### src/rtl/hazard_ctrl.sv
// hazard_ctrl: ID-stage hazard controller.
// Keeps a small shadow copy of the destination registers held in EX and MEM.
// From that copy it raises the decode NoOp/stall, the PC and IF/ID write
// enables, the taken-branch flush, and saturating stall/flush event counters.
module hazard_ctrl #(
  parameter int unsigned FORWARDING = 1,
  parameter int unsigned CNT_W      = 32
) (
  input  logic             clk_i,
  input  logic             rst_i,
  input  logic [6:0]       Op_i,
  input  logic [4:0]       RS1addr_i,
  input  logic [4:0]       RS2addr_i,
  input  logic [4:0]       RDaddr_i,
  input  logic             RegWrite_i,
  input  logic             MemRead_i,
  input  logic             Branch_i,
  input  logic             Zero_i,
  output logic             NoOp_o,
  output logic             PCWrite_o,
  output logic             IFIDWrite_o,
  output logic             Flush_o,
  output logic [CNT_W-1:0] StallCnt_o,
  output logic [CNT_W-1:0] FlushCnt_o
);

  localparam logic [6:0] OP_RTYPE  = 7'b0110011;
  localparam logic [6:0] OP_ITYPE  = 7'b0010011;
  localparam logic [6:0] OP_LOAD   = 7'b0000011;
  localparam logic [6:0] OP_STORE  = 7'b0100011;
  localparam logic [6:0] OP_BRANCH = 7'b1100011;

  logic [4:0]       ex_rd_q, ex_rd_d;
  logic             ex_regwrite_q, ex_regwrite_d;
  logic             ex_memread_q, ex_memread_d;
  logic [4:0]       mem_rd_q, mem_rd_d;
  logic             mem_regwrite_q, mem_regwrite_d;
  logic [CNT_W-1:0] stall_cnt_q, stall_cnt_d;
  logic [CNT_W-1:0] flush_cnt_q, flush_cnt_d;

  logic use_rs1, use_rs2;
  logic ex_match, mem_match;
  logic stall, flush;

  // Work out which source operands the ID instruction actually reads.
  always_comb begin
    use_rs1 = 1'b0;
    use_rs2 = 1'b0;
    case (Op_i)
      OP_RTYPE, OP_STORE, OP_BRANCH: begin
        use_rs1 = 1'b1;
        use_rs2 = 1'b1;
      end
      OP_ITYPE, OP_LOAD: use_rs1 = 1'b1;
      default: ;
    endcase
  end

  // Detect hazards against the shadows and derive the control outputs.
  always_comb begin
    ex_match  = ex_regwrite_q && (ex_rd_q != 5'd0) &&
                ((use_rs1 && (ex_rd_q == RS1addr_i)) ||
                 (use_rs2 && (ex_rd_q == RS2addr_i)));
    mem_match = mem_regwrite_q && (mem_rd_q != 5'd0) &&
                ((use_rs1 && (mem_rd_q == RS1addr_i)) ||
                 (use_rs2 && (mem_rd_q == RS2addr_i)));
    if (FORWARDING != 0) begin
      stall = ex_match && ex_memread_q;
    end else begin
      stall = ex_match || mem_match;
    end
    stall       = stall && !rst_i;
    flush       = Branch_i && Zero_i && !stall && !rst_i;
    NoOp_o      = stall;
    PCWrite_o   = !stall;
    IFIDWrite_o = !stall;
    Flush_o     = flush;
    StallCnt_o  = stall_cnt_q;
    FlushCnt_o  = flush_cnt_q;
  end

  // Advance the shadow pipeline and bump the saturating counters.
  always_comb begin
    mem_rd_d       = ex_rd_q;
    mem_regwrite_d = ex_regwrite_q;
    ex_rd_d        = RDaddr_i;
    ex_regwrite_d  = RegWrite_i;
    ex_memread_d   = MemRead_i;
    stall_cnt_d    = stall_cnt_q;
    flush_cnt_d    = flush_cnt_q;
    if (stall) begin
      ex_rd_d       = 5'd0;
      ex_regwrite_d = 1'b0;
      ex_memread_d  = 1'b0;
    end
    if (stall && (stall_cnt_q != {CNT_W{1'b1}})) begin
      stall_cnt_d = stall_cnt_q + {{(CNT_W-1){1'b0}}, 1'b1};
    end
    if (flush && (flush_cnt_q != {CNT_W{1'b1}})) begin
      flush_cnt_d = flush_cnt_q + {{(CNT_W-1){1'b0}}, 1'b1};
    end
  end

  // State registers with synchronous reset.
  always_ff @(posedge clk_i) begin
    if (rst_i) begin
      ex_rd_q        <= 5'd0;
      ex_regwrite_q  <= 1'b0;
      ex_memread_q   <= 1'b0;
      mem_rd_q       <= 5'd0;
      mem_regwrite_q <= 1'b0;
      stall_cnt_q    <= '0;
      flush_cnt_q    <= '0;
    end else begin
      ex_rd_q        <= ex_rd_d;
      ex_regwrite_q  <= ex_regwrite_d;
      ex_memread_q   <= ex_memread_d;
      mem_rd_q       <= mem_rd_d;
      mem_regwrite_q <= mem_regwrite_d;
      stall_cnt_q    <= stall_cnt_d;
      flush_cnt_q    <= flush_cnt_d;
    end
  end

endmodule
### config.mk
export PLATFORM = sky130hd
export DESIGN_NAME = hazard_ctrl
export DESIGN_NICKNAME = d
export VERILOG_FILES = /design/src/rtl/hazard_ctrl.sv
export SDC_FILE = /design/constraint.sdc
export NUM_CORES = 1
export LEC_CHECK = 0
export CAP_MARGIN = 30
export CORE_MARGIN = 8
export CORE_UTILIZATION = 53
export DETAILED_ROUTE_END_ITERATION = 6
export PLACE_DENSITY = 0.84
export SYNTH_ARGS = -nofsm -noshare
export SYNTH_HDL_FRONTEND = slang
export SYNTH_SLANG_ARGS = --single-unit
### constraint.sdc
create_clock -name clk_i -period 5.87 [get_ports clk_i]
set_clock_uncertainty 0.1 [all_clocks]
set_input_delay 1.174 -clock clk_i [delete_from_list [all_inputs] [get_ports clk_i]]
set_output_delay 1.174 -clock clk_i [all_outputs]
set_load 0.1 [all_outputs]
; ---- Word level (Yosys, flattened, before mapping)
; Cells that the tools add are included.
[op_classes]
n_reduce_logical = 18
n_bitwise = 0
mul = 0
shift = 0
addsub = 2
n_div = 0
mux = 2
eq_ne = 9
order_cmp = 0
[op_table]
columns = operator, n
row1 = $add 32x1->32 const B, 2
row2 = $ne 32x32->1 const B, 2
row3 = $eq 7x6->1 const B, 2
row4 = $logic_and 1x1->1, 11
row5 = $eq 5x5->1, 2
row6 = $eq 7x2->1 const B, 1
row7 = $eq 7x5->1 const B, 1
row8 = $eq 7x7->1 const B, 1
row9 = $reduce_bool 5->1, 1
row10 = $reduce_or 5->1, 1
row11 = $reduce_or 3->1, 1
row12 = $logic_not 1->1, 2
row13 = $mux 1, 2
row14 = $reduce_or 2->1, 1
row15 = $logic_or 1x1->1, 1
[totals]
mem_count = 0
inputBits = 28
output_inout_bits = 68
mem_bits_rw = 0
wordCells = 36
latchBits = 0
register_bits = 71
rom_bits = 0

; ---- Logic depth before layout (Yosys ltp)
[depth]
ltp_word = 12
ltp_mapped = 10
ltp_nobuf = 7

; ---- Worst setup path after synthesis
; Ideal clock, no wire load.
[synth_path]
path_type = input port to output port
from = input port Op_i[3]
to = output port NoOp_o
slack_ns = 0.521
t_arrival_ns = 4.075
path_stages = 8
n_path_buf = 2
t_required_ns = 4.596
cell_sequence = nand4b_1 > a2111oi_2 > o21ai_1 > nor2_1 > clkbuf_1 > buf_1 > nand2_1 > inv_1
[synth_via]
elab_chain_len = 8
elab_cells_between_ends = 15
[synth_lines]
columns = element, line
row1 = "start, declared", 11  ; input logic [6:0] Op_i,
row2 = $eq 7x6->1 (tied with other cells), 49  ; case (Op_i)
row3 = $reduce_or 5->1 (no line) or $reduce_or 3->1 (tied branches), n/a
row4 = $mux 1, 49
row5 = $logic_and 1x1->1 (on tied branches), "62, 63"
row6 = $logic_or 1x1->1 (*), 62  ; ((use_rs1 && (ex_rd_q == RS1addr_i)) ||
row7 = $logic_and 1x1->1 (*), 61  ; ex_match = ex_regwrite_q && (ex_rd_q != 5'd0) &&
row8 = $logic_and 1x1->1 (*), 68  ; stall = ex_match && ex_memread_q;
row9 = $logic_and 1x1->1 (*), 72  ; stall = stall && !rst_i;
row10 = "end, declared", 19  ; output logic NoOp_o,
; Every way passes the cells marked *; elsewhere a longest branch is shown, timed or not.

; ---- Final worst setup path
[layout_path]
from = input port Op_i[3]
to = output port Flush_o
[layout_via]
elab_chain_len = 11
elab_cells_between_ends = 18
[layout_lines]
columns = element, line
row1 = $eq 7x6->1 (tied with other cells), 49
row2 = $reduce_or 5->1 (no line) or $reduce_or 3->1 (tied branches), n/a
row3 = $mux 1, 49
row4 = $logic_and 1x1->1 (on tied branches), "62, 63"
row5 = $logic_or 1x1->1 (*), 62
row6 = $logic_and 1x1->1 (*), 61
row7 = $logic_and 1x1->1 (*), 68
row8 = $logic_and 1x1->1 (*), 72
row9 = $logic_not 1->1 (*), 73  ; flush = Branch_i && Zero_i && !stall && !rst_i;
row10 = $logic_and 1x1->1 (*) (2 in a row), 73
row11 = "end, declared", 22  ; output logic Flush_o,
; Marks and branches as above.

==> results.tsv <==
stage	metric	value	unit
status	status	completed	
logic_synthesis	syn_inst	457	
drt	post_drt_via_cell_ratio	6.09	
timing	final.setup.tns	0	ps
power_and_ir_drop	power.leakage	0.00161	µW
clocking	clockBufferDepth	2	
cells_and_area	diodes	0	
clocking	cts_setup_buffers	0	
logic_synthesis	synthTopCellsByCount	dfxtp_1 (71), nor2_1 (38), a21oi_1 (32), nand3_1 (26), nand2_1 (25)	
timing	tightestPinTransition	1010	ps
logic_synthesis	syn-num-nets	487	
logic_synthesis	ys_types	49	
die	die_x	100	µm
logic_synthesis	synth_edf_count	0	
clocking	ctsHoldBuffers	0	
clocking	clk_pin_slew	80	ps
timing	grt_setup_unrepaired	false	
drt	ant_nets	0	
global_route	grt_pass1_wl	17.4	mm
cells_and_area	multi_input_area	0.00218	mm²
clocking	cts_tree	built	
drt	met1_length	4.38	mm
global_route	grt_max_degree	44	
die	die_y	100	µm
logic_synthesis	synthFlopType	dfxtp_1	
critical_path	critPathBufInv	4	
timing	hold_violations	0	
logic_synthesis	synth.avg_cell_area	8.23	µm²
place	io_buffers	95	
logic_synthesis	synth_seq_area_share	37.8	%
critical_path	cp_cell_sequence	clkdlybuf4s50_1, nand4b_1, a2111oi_2, o21ai_1, buf_4, nor2_1, buf_4, nor2_1, buf_12	
drt	drt_pass1_iterations	5	
logic_synthesis	yosysMostFrequentCell	dfxtp_1	
clocking	cts_made_buffers	9	
drt	drt_iter0_drc	165	
timing	fin_crit	4400	ps
timing	period_share	75.0	%
die	start_util	55.1	%
logic_synthesis	yosys-top-cells-area	dfxtp_1 (38%), or4_1 (4.8%), a21oi_1 (4.3%), nor2_1 (3.8%), nand4_1 (3.7%)	
drt	vias	3914	
critical_path	critPathKind	in -> out	
cells_and_area	drive_gt1_share	8.23	%
die	io_pins	96	
die	dieArea	0.0101	mm²
min_path	hp-class	reg -> reg	
place	place_area	0.00479	mm²
logic_synthesis	synth_seq_cells	71	
global_route	antenna_found_initial	0	
logic_synthesis	syn-cell-area	0.00376	mm²
cells_and_area	synthToLayoutAreaGrowth	33.3	%
clocking	htree_num_levels	3	
critical_path	ff2ff_setup_slack	2850	ps
run	drv_cap	0	
place	place.gp.congestion	0.911	
drt	post-route-drc-count	0	
cells_and_area	finalNonFillerCells	643	
timing	fmax	227	MHz
critical_path	slowest_stage	clkdlybuf4s50_1	
cells_and_area	nFillCells	537	
power_and_ir_drop	ir_drop	130	µV
cells_and_area	register_area	0.00142	mm²
timing	setup_viol	0	
clocking	worstSkewPairLatency	350	ps
cells_and_area	nets	572	
drt	route.met3.wl	796	µm
drt	post_drt_wl_per_cell	16.8	µm
cells_and_area	fin_area	0.00501	mm²
critical_path	cp_slowest_stage_delay	390	ps
clocking	cts_resized	0	
global_route	track_usage	21.0	%
global_route	grt_pass1_vias	3642	
critical_path	critPathArrivalTime	3130	ps
drt	wl_met2	5.50	mm
place	dp_cells	627	
timing	slew_violations	0	
logic_synthesis	async_flop_share	0	%
drt	wirelength	10.8	mm
critical_path	worst_ep_required_time	4600	ps
drt	highest_layer	met4	
critical_path	startpoint_type	input pin	
die	core_area	0.00683	mm²
critical_path	cp_top_family	buffers and inverters	
power_and_ir_drop	power.density	195	mW/mm²
logic_synthesis	synth_top_area_share	37.8	%
logic_synthesis	yosys.area.top_type	dfxtp_1	
clocking	clock-root-buffer	clkbuf_8	
global_route	gr-total-overflow	0	
logic_synthesis	yosys_warnings	0	
critical_path	crit_path_end_kind	output port	
clocking	clock-sinks	71	
timing	relSlewSlack	32.4	%
critical_path	cp_max_fo	21	
place	dp_hpwl	7.80	mm
die	std_cell_rows	30	
## final cells by class
type / count / share of cell area, %
multi-input combinational: 349 / 43.5
sequential: 71 / 28.3
timing repair buffer: 101 / 20.6
clock buffer: 10 / 2.74
tap: 96 / 2.40
clock inverter: 6 / 1.67
inverter: 10 / 0.749
## worst register-to-register path, delay by kind of cell (launching register included)
kind,cells,cell delay [ps]
and+or+nand+nor,3,1650
DFF,1,470
AOI/OAI and AO/OA,2,390
adders and majority gates,1,250
buffers and inverters,1,90
## report_power, final
part / total (µW) / switching [µW] / internal, µW
Combinational: 54.4 / 28.3 / 26.2
Clock: 436 / 186 / 249
Sequential: 488 / 3.22 / 484
## logic make-up after synthesis
group,after synthesis,share of synthesized area (%)
mux,13,3.82
xor+xnor,22,5.12
fa+ha+maj,2,0.665
compound gates,88,14.8
flops,71,37.8
simple gates,224,33.6
buf+inv,37,4.19
## layer usage
| metal | vias up | GRT usage [%] |
|---|---|---|
| met1 | 1850 | 23.2 |
| li1 | 1900 | - |
| met5 | - | 0 |
| met3 | 11 | 4.29 |
| met2 | 153 | 38.8 |
| met4 | 0 | 6.86 |
## sequential cells by signal (all words and copies together), names as in the netlist
register	cells
ex_regwrite_q	1
StallCnt_o	32
ex_memread_q	1
ex_rd_q	5
FlushCnt_o	32
## layout by cell type (no fill, tap or decap), types with 14 or more instances in the layout
| cell | Yosys | final |
|---|---|---|
| a21oi_1 | 32 | 32 |
| and3_1 | 14 | 14 |
| clkdlybuf4s50_1 | 0 | 90 |
| dfxtp_1 | 71 | 71 |
| nand2_1 | 25 | 25 |
| nand3_1 | 26 | 26 |
| nand4_1 | 22 | 22 |
| nor2_1 | 38 | 38 |
| nor4_1 | 16 | 16 |
| o21ai_0 | 15 | 14 |
| o31ai_1 | 18 | 18 |
| or3_1 | 15 | 15 |
| or4_1 | 24 | 24 |
| xor2_1 | 15 | 15 |
## path summary, 6_finish.rpt
path / startpoint / endpoint / cells after the start
worst max-delay path: Op_i[3] / Flush_o / 9
worst min-delay path: FlushCnt_o[9]$_SDFFE_PP0P_ / FlushCnt_o[9]$_SDFFE_PP0P_ / 2
worst min register to register: FlushCnt_o[9]$_SDFFE_PP0P_ / FlushCnt_o[9]$_SDFFE_PP0P_ / 2
worst max register to register: StallCnt_o[0]$_SDFFE_PP0P_ / StallCnt_o[4]$_SDFFE_PP0P_ / 7
## through the flow
stage	util (%)	power [µW]	hold slack [ps]	worst slack [ps]
4_1_cts	73.4	984	413	1450
5_1_grt	73.4	1000	441	1280
3_5_place_dp	70.2	553	399	1450
3_3_place_gp	70.2	551	379	1510
6_report	73.4	978	401	1470
2_1_floorplan	-	526	648	521
No activity file was read; power rests on OpenSTA's default activity.
